<file path="src/rtl/div_result_collector.sv">
// Output stage of the 4-bit non-restoring divider: applies the final remainder
// correction, flags divide-by-zero, and buffers results in a small FIFO.
module div_result_collector #(
  parameter int QW    = 4,
  parameter int DEPTH = 4,
  parameter int CW    = 8
) (
  input  logic                       clk,
  input  logic                       rst,
  input  logic                       in_valid,
  output logic                       in_ready,
  input  logic [QW-1:0]              in_q,
  input  logic [QW:0]                in_r,
  input  logic [QW-1:0]              in_divisor,
  input  logic [QW-1:0]              in_dividend,
  output logic                       out_valid,
  input  logic                       out_ready,
  output logic [QW-1:0]              out_q,
  output logic [QW-1:0]              out_rem,
  output logic                       out_dbz,
  output logic [$clog2(DEPTH):0]     level,
  output logic                       ovf,
  output logic [CW-1:0]              drop_cnt,
  input  logic                       clr_ovf
);

  localparam int PW = $clog2(DEPTH);
  localparam int LW = PW + 1;
  localparam int EW = 2 * QW + 1;

  // Handshake: a transfer happens on a rising edge where valid && ready are
  // both high; valid never waits on ready, and ready depends only on state.

  logic [EW-1:0] mem [DEPTH];
  logic [PW-1:0] wr_ptr, rd_ptr, rd_next;
  logic [LW-1:0] level_next;
  logic [EW-1:0] head_r;
  logic [EW-1:0] corr_entry;
  logic [QW:0]   corr_sum;
  logic          push, pop, drop;

  // Final non-restoring step: a negative partial remainder gets the divisor added back.
  always_comb begin
    corr_sum   = in_r + {1'b0, in_divisor};
    corr_entry = {1'b0, in_q, in_r[QW-1:0]};
    if (in_divisor == '0) begin
      corr_entry = {1'b1, {QW{1'b1}}, in_dividend};
    end else if (in_r[QW]) begin
      corr_entry = {1'b0, in_q, corr_sum[QW-1:0]};
    end
  end

  assign in_ready  = (level != LW'(DEPTH));
  assign out_valid = (level != '0);
  assign push      = in_valid && in_ready;
  assign pop       = out_valid && out_ready;
  assign drop      = in_valid && !in_ready;
  assign rd_next   = pop ? rd_ptr + PW'(1) : rd_ptr;

  always_comb begin
    level_next = level;
    case ({push, pop})
      2'b10:   level_next = level + LW'(1);
      2'b01:   level_next = level - LW'(1);
      default: level_next = level;
    endcase
  end

  always_ff @(posedge clk) begin
    if (push) begin
      mem[wr_ptr] <= corr_entry;
    end
  end

  always_ff @(posedge clk or posedge rst) begin
    if (rst) begin
      wr_ptr <= '0;
      rd_ptr <= '0;
      level  <= '0;
    end else begin
      if (push) begin
        wr_ptr <= wr_ptr + PW'(1);
      end
      rd_ptr <= rd_next;
      level  <= level_next;
    end
  end

  // Head register: when the new head is the entry being written this edge,
  // take it from the correction logic since the memory is not yet updated.
  always_ff @(posedge clk or posedge rst) begin
    if (rst) begin
      head_r <= '0;
    end else if (level_next != '0) begin
      if (push && (wr_ptr == rd_next)) begin
        head_r <= corr_entry;
      end else begin
        head_r <= mem[rd_next];
      end
    end
  end

  assign out_dbz = head_r[EW-1];
  assign out_q   = head_r[2*QW-1:QW];
  assign out_rem = head_r[QW-1:0];

  always_ff @(posedge clk or posedge rst) begin
    if (rst) begin
      ovf      <= 1'b0;
      drop_cnt <= '0;
    end else if (clr_ovf) begin
      ovf      <= drop;
      drop_cnt <= drop ? CW'(1) : '0;
    end else if (drop) begin
      ovf <= 1'b1;
      if (drop_cnt != '1) begin
        drop_cnt <= drop_cnt + CW'(1);
      end
    end
  end

endmodule
</file>
<file path="config.mk">
export PLATFORM = sky130hd
export DESIGN_NAME = div_result_collector
export DESIGN_NICKNAME = d
export VERILOG_FILES = /design/src/rtl/div_result_collector.sv
export SDC_FILE = /design/constraint.sdc
export NUM_CORES = 1
export LEC_CHECK = 0
export ABC_AREA = 1
export CAP_MARGIN = 20
export CORE_MARGIN = 2
export CORE_UTILIZATION = 25
export CTS_CLUSTER_SIZE = 10
export DETAILED_ROUTE_END_ITERATION = 7
export PLACE_DENSITY = 0.5
export SETUP_SLACK_MARGIN = 0.1
export SYNTH_ARGS = -nofsm -noshare
export SYNTH_HDL_FRONTEND = slang
export SYNTH_SLANG_ARGS = --single-unit
</file>
<file path="constraint.sdc">
create_clock -name clk -period 2.8 [get_ports clk]
set_input_delay 0.42 -clock clk [delete_from_list [all_inputs] [get_ports clk]]
set_output_delay 0.42 -clock clk [all_outputs]
set_load 0.005 [all_outputs]
</file>
; ---- Yosys cells after proc, flatten, opt, wreduce, memory -nomap -nowiden
; Memory sizes are Yosys's and may differ from the RTL's. A register that Yosys moved wholly into a read port is not among the register bits.
; Index checks and enable logic that the tools add are counted.
[totals]
wordCells = 38
out_inout_bits = 23
inputBits = 22
mem_count = 1
ramBits = 36
register_bits = 16
[op_classes]
reduce_logical = 10
n_eq_ne = 4
muxes = 12
n_addsub = 6
[memory_table]
columns = memory, words, width, read_ports, rd_ports_with_merged_regs, wr, line_no
row1 = mem, 4, 9, 1, 1, 1, 34  ; logic [EW-1:0] mem [DEPTH];
[op_table]
columns = op, n
row1 = 8-bit 2-to-1 mux, 3
row2 = 9-bit 2-to-1 mux, 1
row3 = "8-bit by 1-bit adder with 8-bit output, second input constant", 1
row4 = "8-bit != test, second input constant", 1
row5 = 3-bit case mux with 2 select lines, 1
row6 = 3-bit nonzero test, 2
row7 = 1-bit 2-to-1 mux, 5
row8 = "2-bit by 1-bit adder with 2-bit output, second input constant", 2
row9 = 4-bit adder, 1
row10 = 4-bit zero test, 1
row11 = 4-bit 2-to-1 mux, 1
row12 = 2-bit nonzero test, 2
row13 = "3-bit by 1-bit adder with 3-bit output, second input constant", 1
row14 = 1-bit logical AND, 3
row15 = "3-bit != test, second input constant", 1
row16 = "3-bit by 1-bit subtractor with 3-bit output, second input constant", 1
row17 = "2-bit by 1-bit equality test with 1-bit output, second input constant", 1
row18 = "2-bit equality test, second input constant", 1
row19 = 2-bit 2-to-1 mux, 1
row20 = 2-bit AND reduction, 1
row21 = 1-bit zero test, 1

; ---- Longest topological paths before layout
[logic_depth]
ltp_word = 5
depth_mapped = 16
mapped_depth_nobuf = 16

; ---- Worst setup path after synthesis
; OpenSTA, ideal clock, no wires.
[synth_path]
kind = register to register
start = reg level[1]
end = reg head_r[0] (read register of mem)
path_slack_ns = 0.458
arrival_time_ns = 2.224
path_stages_with_launch = 16
period_less_slack_ns = 2.342
required_ns = 2.681
setup_time_ns = 0.119
cell_sequence = dfrtp_1 > nor2_4 > nand2_1 > nand2_2 > ha_1 > inv_1 > fa_1 > or2_1 > nand3_1 > nand2_1 > nand2_1 > inv_1 > nand2_1 > inv_2 > nand2_1 > nand2_1
[synth_via]
elab_chain_len = 5
elab_cells_between_ends = 11
cone_classes = add/sub (2) / eq/ne (3) / mux (2) / reduce/logical (4)
[synth_rtl]
columns = item, line_no
row1 = start: declaration, 21  ; output logic [$clog2(DEPTH):0] level,
row2 = start signal: assignment, 85  ; level <= level_next;
row3 = 3-bit != test *, 53  ; assign in_ready = (level != LW'(DEPTH));
row4 = named net in_ready, 11  ; output logic in_ready,
row5 = 1-bit logical AND *, 55  ; assign push = in_valid && in_ready;
row6 = 2-bit by 1-bit equality test with 1-bit output / 2-bit equality test (equally long branches), 62  ; case ({push, pop})
row7 = 3-bit case mux with 2 select lines *, 62
row8 = named net level_next[2], 36  ; logic [LW-1:0] level_next;
row9 = 3-bit nonzero test *, 94  ; end else if (level_next != '0) begin
row10 = end: declaration, 37  ; logic [EW-1:0] head_r;
; Mark *: on every way through the listed nets, which the timed path passes. The rest lies on a longest branch.
; A chain may end at the register's enable or synchronous reset.

; ---- Worst setup path after layout
[layout_path]
start = reg level[1]
end = reg head_r[0] (read register of mem)
[layout_via]
elab_chain_len = 5
elab_cells_between_ends = 11
cone_classes = add/sub (2) / eq/ne (3) / mux (2) / reduce/logical (4)
[layout_rtl]
columns = item, line_no
row1 = 3-bit != test / 3-bit nonzero test (equally long branches), "53, 54"
row2 = 1-bit logical AND (on tied branches), "55, 56"
row3 = 2-bit by 1-bit equality test with 1-bit output / 2-bit equality test (equally long branches), 62
row4 = 3-bit case mux with 2 select lines *, 62
row5 = named net level_next[1], 36
row6 = 3-bit nonzero test *, 94
; Marked as above.

==> results.md <==
* Status: completed
* Comb power frac at 0.427
* Worst r2r path cells at 13
* Switching part of the total power at 0.390
* ANT cells at 0
* Arr. time, crit path at 2.70 ns
* Wire per inst at 13.5 um
* CTS tree: built
* CTS Sinks at 61
* Non-filler instance count after layout at 584
* DR DRC count at 0
* Root Driver: clkbuf_16
* F_max at 0.410 GHz
* Hold WC Path Type: input pin to asynchronous set/reset pin
* Multi-input logic area at 1270 um^2
* Grt ovf at 0
* Sequential Power Share at 0.303
* Asr flop ratio synth at 0.410
* Slew @ Worst Pin at 0.446 ns
* Area growth, synth to finish at 31.2%
* I/O Pins at 45
* Final Routed Wirelength at 7890 um
* Nets at 440
* Period minus WS final at 2.44 ns
* Met2 Use GR at 0.193
* Register area at 1710 um^2
* Compound-cell area share of the yosys netlist at 0.0347
* Filler instances at 1304
* CTS buffer count at 9
* # H-tree levels at 3
* # port buffers at 44
* Clock Power Share at 0.270
* Seq/Total Area, Yosys at 0.532
* Placed instance count at 568
* First-pass GRT wire length at 12700 um
* Post-Synth Simple-Gate Area at 0.293
* GRT met1 Usage at 0.149
* CORE AREA at 12600 um^2
* Starting Density at 0.255
* CP Data Required Time at 3.07 ns
* Maximum vdd drop at 0.371 mV
* Overall routing resource usage at 0.119
* Worst Setup Start Kind: flip-flop
* Max_slew headroom at 0.699
* # setup viols final at 0
* Hold_buf cts at 0
* Cell count after synthesis at 350
* Final worst-path cycle share at 0.870
* Clk_lat worst skew at 0.33 ns
* Crit Path Class: flip-flop to flip-flop
* Die Span X at 117 um
* Predominant post-synthesis flop cell: edfxtp_1
* Gr busiest metal: met2
* Synth Area per Inst at 9.17 um^2
* Post-Synth XOR/XNOR Area at 0.0218
* Reg2reg start: level[1]$_DFF_PP0_
* Setup tns final at 0 ns
* Endpoints failing hold at 0
* Setup Buffers After CTS at 0
* Leak at 1.86 nW
* RSZ-0062 raised after global routing: false
* Die area at 13800 um^2
* Mux cell area share after synthesis at 0
* Antenna Nets Post-Route at 0
* Largest net degree at the start of global routing at 26
* Met3 Use GR at 0.0287
* Share of layout cells above drive strength 1 at 0.102
* Syn Nets at 383
* R2r setup slk at 0.36 ns
* Post-cts sizing count at 0
* Vias per cell at 4.47
* Vias in the first global route at 2454
* DRT Pass-1 Iters at 5
* Pwr Density at 1080 nW/um^2
* Vias post-DR at 2608
* Most frequent cells in the layout: nand2_1 (94), nand3_1 (62), clkdlybuf4s50_1 (44)
* Die Y at 117 um
* Crit-path max FO at 8
* Most common cell after layout, fill and taps aside: nand2_1
* HPWL after DPL at 5470 um
* Ys Warns at 0
* Iteration-0 DRC Markers at 256
* Clock buffer depth at 2
* GPL Wtd Cong at 0.795
* Sw Pwr at 1.77 mW
* Worst-path clk slew at 0.06 ns
* Slew Limit Fails at 0
* Crit end category: flip-flop
* Worst r2r dst: head_r[0]$_DFFE_PP0P_
* Largest family of logic cells by synthesized area: simple AND/OR/NAND/NOR gates
* Initial antenna violation count at 0
* Num rows at 41
* FF+latch count, synth at 61
* Synth Cell Area at 3210 um^2
* Number of synthesized flops with an enable pin at 36
* MaxCap Viol Count at 0
* Post-Synth Adder-Cell Area at 0.0476
* Pint at 2.77 mW
* Clk_skew at 0.00684 ns
* Netlist cell types at 27
## critical path, cell delays in order (launching register included)
cell and delay, ns:
dfrtp_1 0.43, nor2_4 0.17, nand2_4 0.10, nand2_4 0.08, inv_1 0.04, ha_1 0.17, inv_1 0.11, fa_1 0.43
o21ai_0 0.25, nor2_1 0.09, nand2_1 0.15, buf_4 0.18, nand3_1 0.10, nand2_1 0.07
## final cells by class
class	count	share of cell area
Multi-Input combinational cell	235	0.303
Clock inverter	7	0.0247
Inverter	47	0.0419
Timing Repair Buffer	53	0.121
Clock buffer	9	0.0535
Tap cell	172	0.0511
Sequential cell	61	0.405
## cell families after synthesis
| family | count (synthesis) |
|---|---|
| simple gates | 199 |
| buf+inv | 54 |
| fa+ha+maj | 11 |
| flops | 61 |
| xor+xnor | 8 |
| compound gates | 17 |
## registers in the layout, indices dropped and copies added, names as in the netlist
register	flops
head_r	9
mem	36
ovf	1
drop_cnt	8
rd_ptr	2
wr_ptr	2
level	3
## stage by stage
stage / power (mW) / utilization / worst slack, ns / hold WS (ns) / instance area (um^2)
5_1_grt: 4.88 / 0.335 / 0.198 / 0.481 / 4210
6_report: 4.54 / 0.335 / 0.363 / 0.449 / 4210
3_5_place_dp: 3.35 / 0.309 / 0.107 / 0.466 / 3880
4_1_cts: 4.59 / 0.335 / 0.363 / 0.457 / 4210
3_3_place_gp: 3.30 / 0.309 / 0.176 / 0.465 / 3880
2_1_floorplan: 2.62 / - / 0.458 / 0.447 / 3210
## routing by layer
metal / up-vias / part of all wire
met4: 0 / 0.023
li1: 1284 / -
met5: - / 0
met1: 1238 / 0.46
met2: 68 / 0.47
met3: 18 / 0.044
## Yosys cell counts, types with 5 or more instances
library cell / instances / area [um^2]
dfrtp_1: 25 / 626
edfxtp_1: 36 / 1080
ha_1: 9 / 113
inv_1: 43 / 161
nand2_1: 94 / 353
nand2_4: 5 / 56.3
nand3_1: 62 / 310
nand4_1: 12 / 75.1
nor2_1: 18 / 67.6
o21ai_0: 7 / 35.0
xor2_1: 5 / 43.8
## how the worst max path moves through the flow
stage,start,endpoint,slack (ns)
after floorplan,level[1]$_DFF_PP0_,head_r[0]$_DFFE_PP0P_,0.46
after global placement,out_ready,head_r[0]$_DFFE_PP0P_,0.18
after detailed placement,out_ready,head_r[0]$_DFFE_PP0P_,0.11
after CTS,level[1]$_DFF_PP0_,head_r[0]$_DFFE_PP0P_,0.36
after global routing,level[1]$_DFF_PP0_,head_r[6]$_DFFE_PP0P_,0.20
final,level[1]$_DFF_PP0_,head_r[0]$_DFFE_PP0P_,0.36
## power by group through the flow
stage | registers (mW) | logic [mW] | clock network [mW]
CTS | 1.38 | 1.96 | 1.24
floorplan | 1.38 | 1.24 | 0
global placement | 1.40 | 1.91 | 0
finish | 1.38 | 1.94 | 1.22
global route | 1.41 | 2.19 | 1.29
detailed placement | 1.39 | 1.96 | 0
(Power assumes the default switching activity.)
==> RTL change (config.mk and constraints unchanged) <==
Reset style: synchronous (`rst`), changed in 3 clocked blocks.
--- a/src/rtl/div_result_collector.sv
+++ b/src/rtl/div_result_collector.sv
@@ -72,7 +72,7 @@
     end
   end
 
-  always_ff @(posedge clk or posedge rst) begin
+  always_ff @(posedge clk) begin
     if (rst) begin
       wr_ptr <= '0;
       rd_ptr <= '0;
@@ -88,7 +88,7 @@
 
   // Head register: when the new head is the entry being written this edge,
   // take it from the correction logic since the memory is not yet updated.
-  always_ff @(posedge clk or posedge rst) begin
+  always_ff @(posedge clk) begin
     if (rst) begin
       head_r <= '0;
     end else if (level_next != '0) begin
@@ -104,7 +104,7 @@
   assign out_q   = head_r[2*QW-1:QW];
   assign out_rem = head_r[QW-1:0];
 
-  always_ff @(posedge clk or posedge rst) begin
+  always_ff @(posedge clk) begin
     if (rst) begin
       ovf      <= 1'b0;
       drop_cnt <= '0;
Check against the original RTL: differs if rst is asserted again (counterexample within 4 cycles, from zero or initial values and one cycle with rst high); with rst held inactive, the same outputs for 10 cycles.
==> RTL change against the unedited design <==
- final area fell by 1.5%
- setup slack improved by 0.016 ns
- maximum frequency up 0.67%
- area after synthesis rose by 0.82%
- power is 15% lower
- hold slack improved by 0.0077 ns
- sequential cell count unchanged
- wire length down 6.7%
- critical endpoint is now head_r[3]
- cell count increased by 5.0%
==> RTL change: results (changes against the unedited design) <==
[setup_path]
path_max_fanout = 18  ; +10
r2r-end = head_r[3]
r2r_cells = 16  ; +3
r2r_slack_ns = 0.39  ; +0.03 ns

[placed_design]
dp.cells = 597  ; +5.1%
gp_congestion = 0.751  ; -5.6%
dp.final_hpwl_um = 5200  ; -5.0%

[timing]
finClkSkew_ns = 0.00900  ; +0.00215 ns

[yosys]
synthTopCellsByCount = nand2_1, inv_1, nor2_1
ys_types = 30  ; +11%
synth_nets = 418  ; +9.1%
yosys-top-cells-area = edfxtp_1, dfxtp_1, nand2_1, inv_1, nand3_1
syn_inst = 385  ; +10%
async_flop_share = 0  ; -0.410

[route]
first_pass_iters = 4  ; -1
num_vias = 2567  ; -1.6%

[pwr]
vdd_drop_max_v = 0.000367  ; -1.2%
p_leak_nw = 1.78  ; -3.9%
power.density_nw_per_um2 = 935  ; -13%

[global_routing]
grt_pass1_vias = 2532  ; +3.2%
grt_pass1_wl_um = 12200  ; -3.9%

[cells_and_area]
drive_gt1_frac = 0.0952  ; -0.00670
fin_cells = 613  ; +5.0%
nNetsFinal = 469  ; +6.6%

[run_status]
status = complete, no violations

[hold_path]
hold_path_class = flip-flop to flip-flop

RTL change: changes by cell type after synthesis, moves of 4 or more:
cell / change
inv_1: +16
dfxtp_1: +25
o31ai_1: -4
dfrtp_1: -25
nand3b_1: +19
nand3_1: -24
nor2_1: +21
nand4_1: -11
o21ai_0: +4
or2_2: +4
a21oi_1: +10
RTL change: how the worst max path moves through the flow:
| stage | start | to | cells past startpoint |
|---|---|---|---|
| finish | out_ready | head_r[3] | 15 |
| global route | level[0] | head_r[6] | 16 |
| CTS | level[0] | head_r[5] | 15 |
| detailed placement | out_ready | head_r[0] | 14 |
| global placement | out_ready | head_r[7] | 15 |
| floorplan | level[0] | head_r[5] | 17 |
RTL change: layout make-up:
type	instances	area (um^2)
fillers	1377	8470
clock buffers	9	225
inverters	60	225
well taps	172	215
flip-flops and latches	61	1580
multi-input cells	251	1330
clock inverters	7	57.6
repair buffers	53	508
RTL change: per-layer routing:
metal,GRT usage,share of wire,vias up
met1,0.127,0.44,1182
met4,0.0384,0.012,0
met5,0,0,-
met2,0.197,0.51,50
li1,-,-,1328
met3,0.0344,0.043,7
RTL change: metrics by stage:
step,utilization,worst slack (ns),area [um^2]
after floorplan,-,0.340,3240
after global placement,0.306,0.0987,3860
after detailed placement,0.306,0.0407,3860
after CTS,0.328,0.359,4150
after global routing,0.328,0.113,4150
final,0.328,0.379,4150
RTL change: cells by family after synthesis:
logic type	Yosys count	synth area share
AO/OA/AOI/OAI	27	0.0445
XOR/XNOR	4	0.0108
adder cells (fa/ha/maj)	11	0.0472
buffers and inverters	73	0.0994
flip-flops	61	0.489
AND/OR/NAND/NOR	209	0.309
RTL change: report_power, final:
group	switching, mW	internal (mW)
Clock	0.428	0.611
Sequential	0.0786	1.11
Combinational	1.01	0.637
Total	1.52	2.36
RTL change: critical path, delay by kind of cell:
kind                       cells  cell delay (ns)
xor gates and xnor gates       1             0.18
AOI/OAI and AO/OA              2             0.23
buffers and inverters          5             0.94
adders and majority gates      2             0.52
and+or+nand+nor                5             0.38
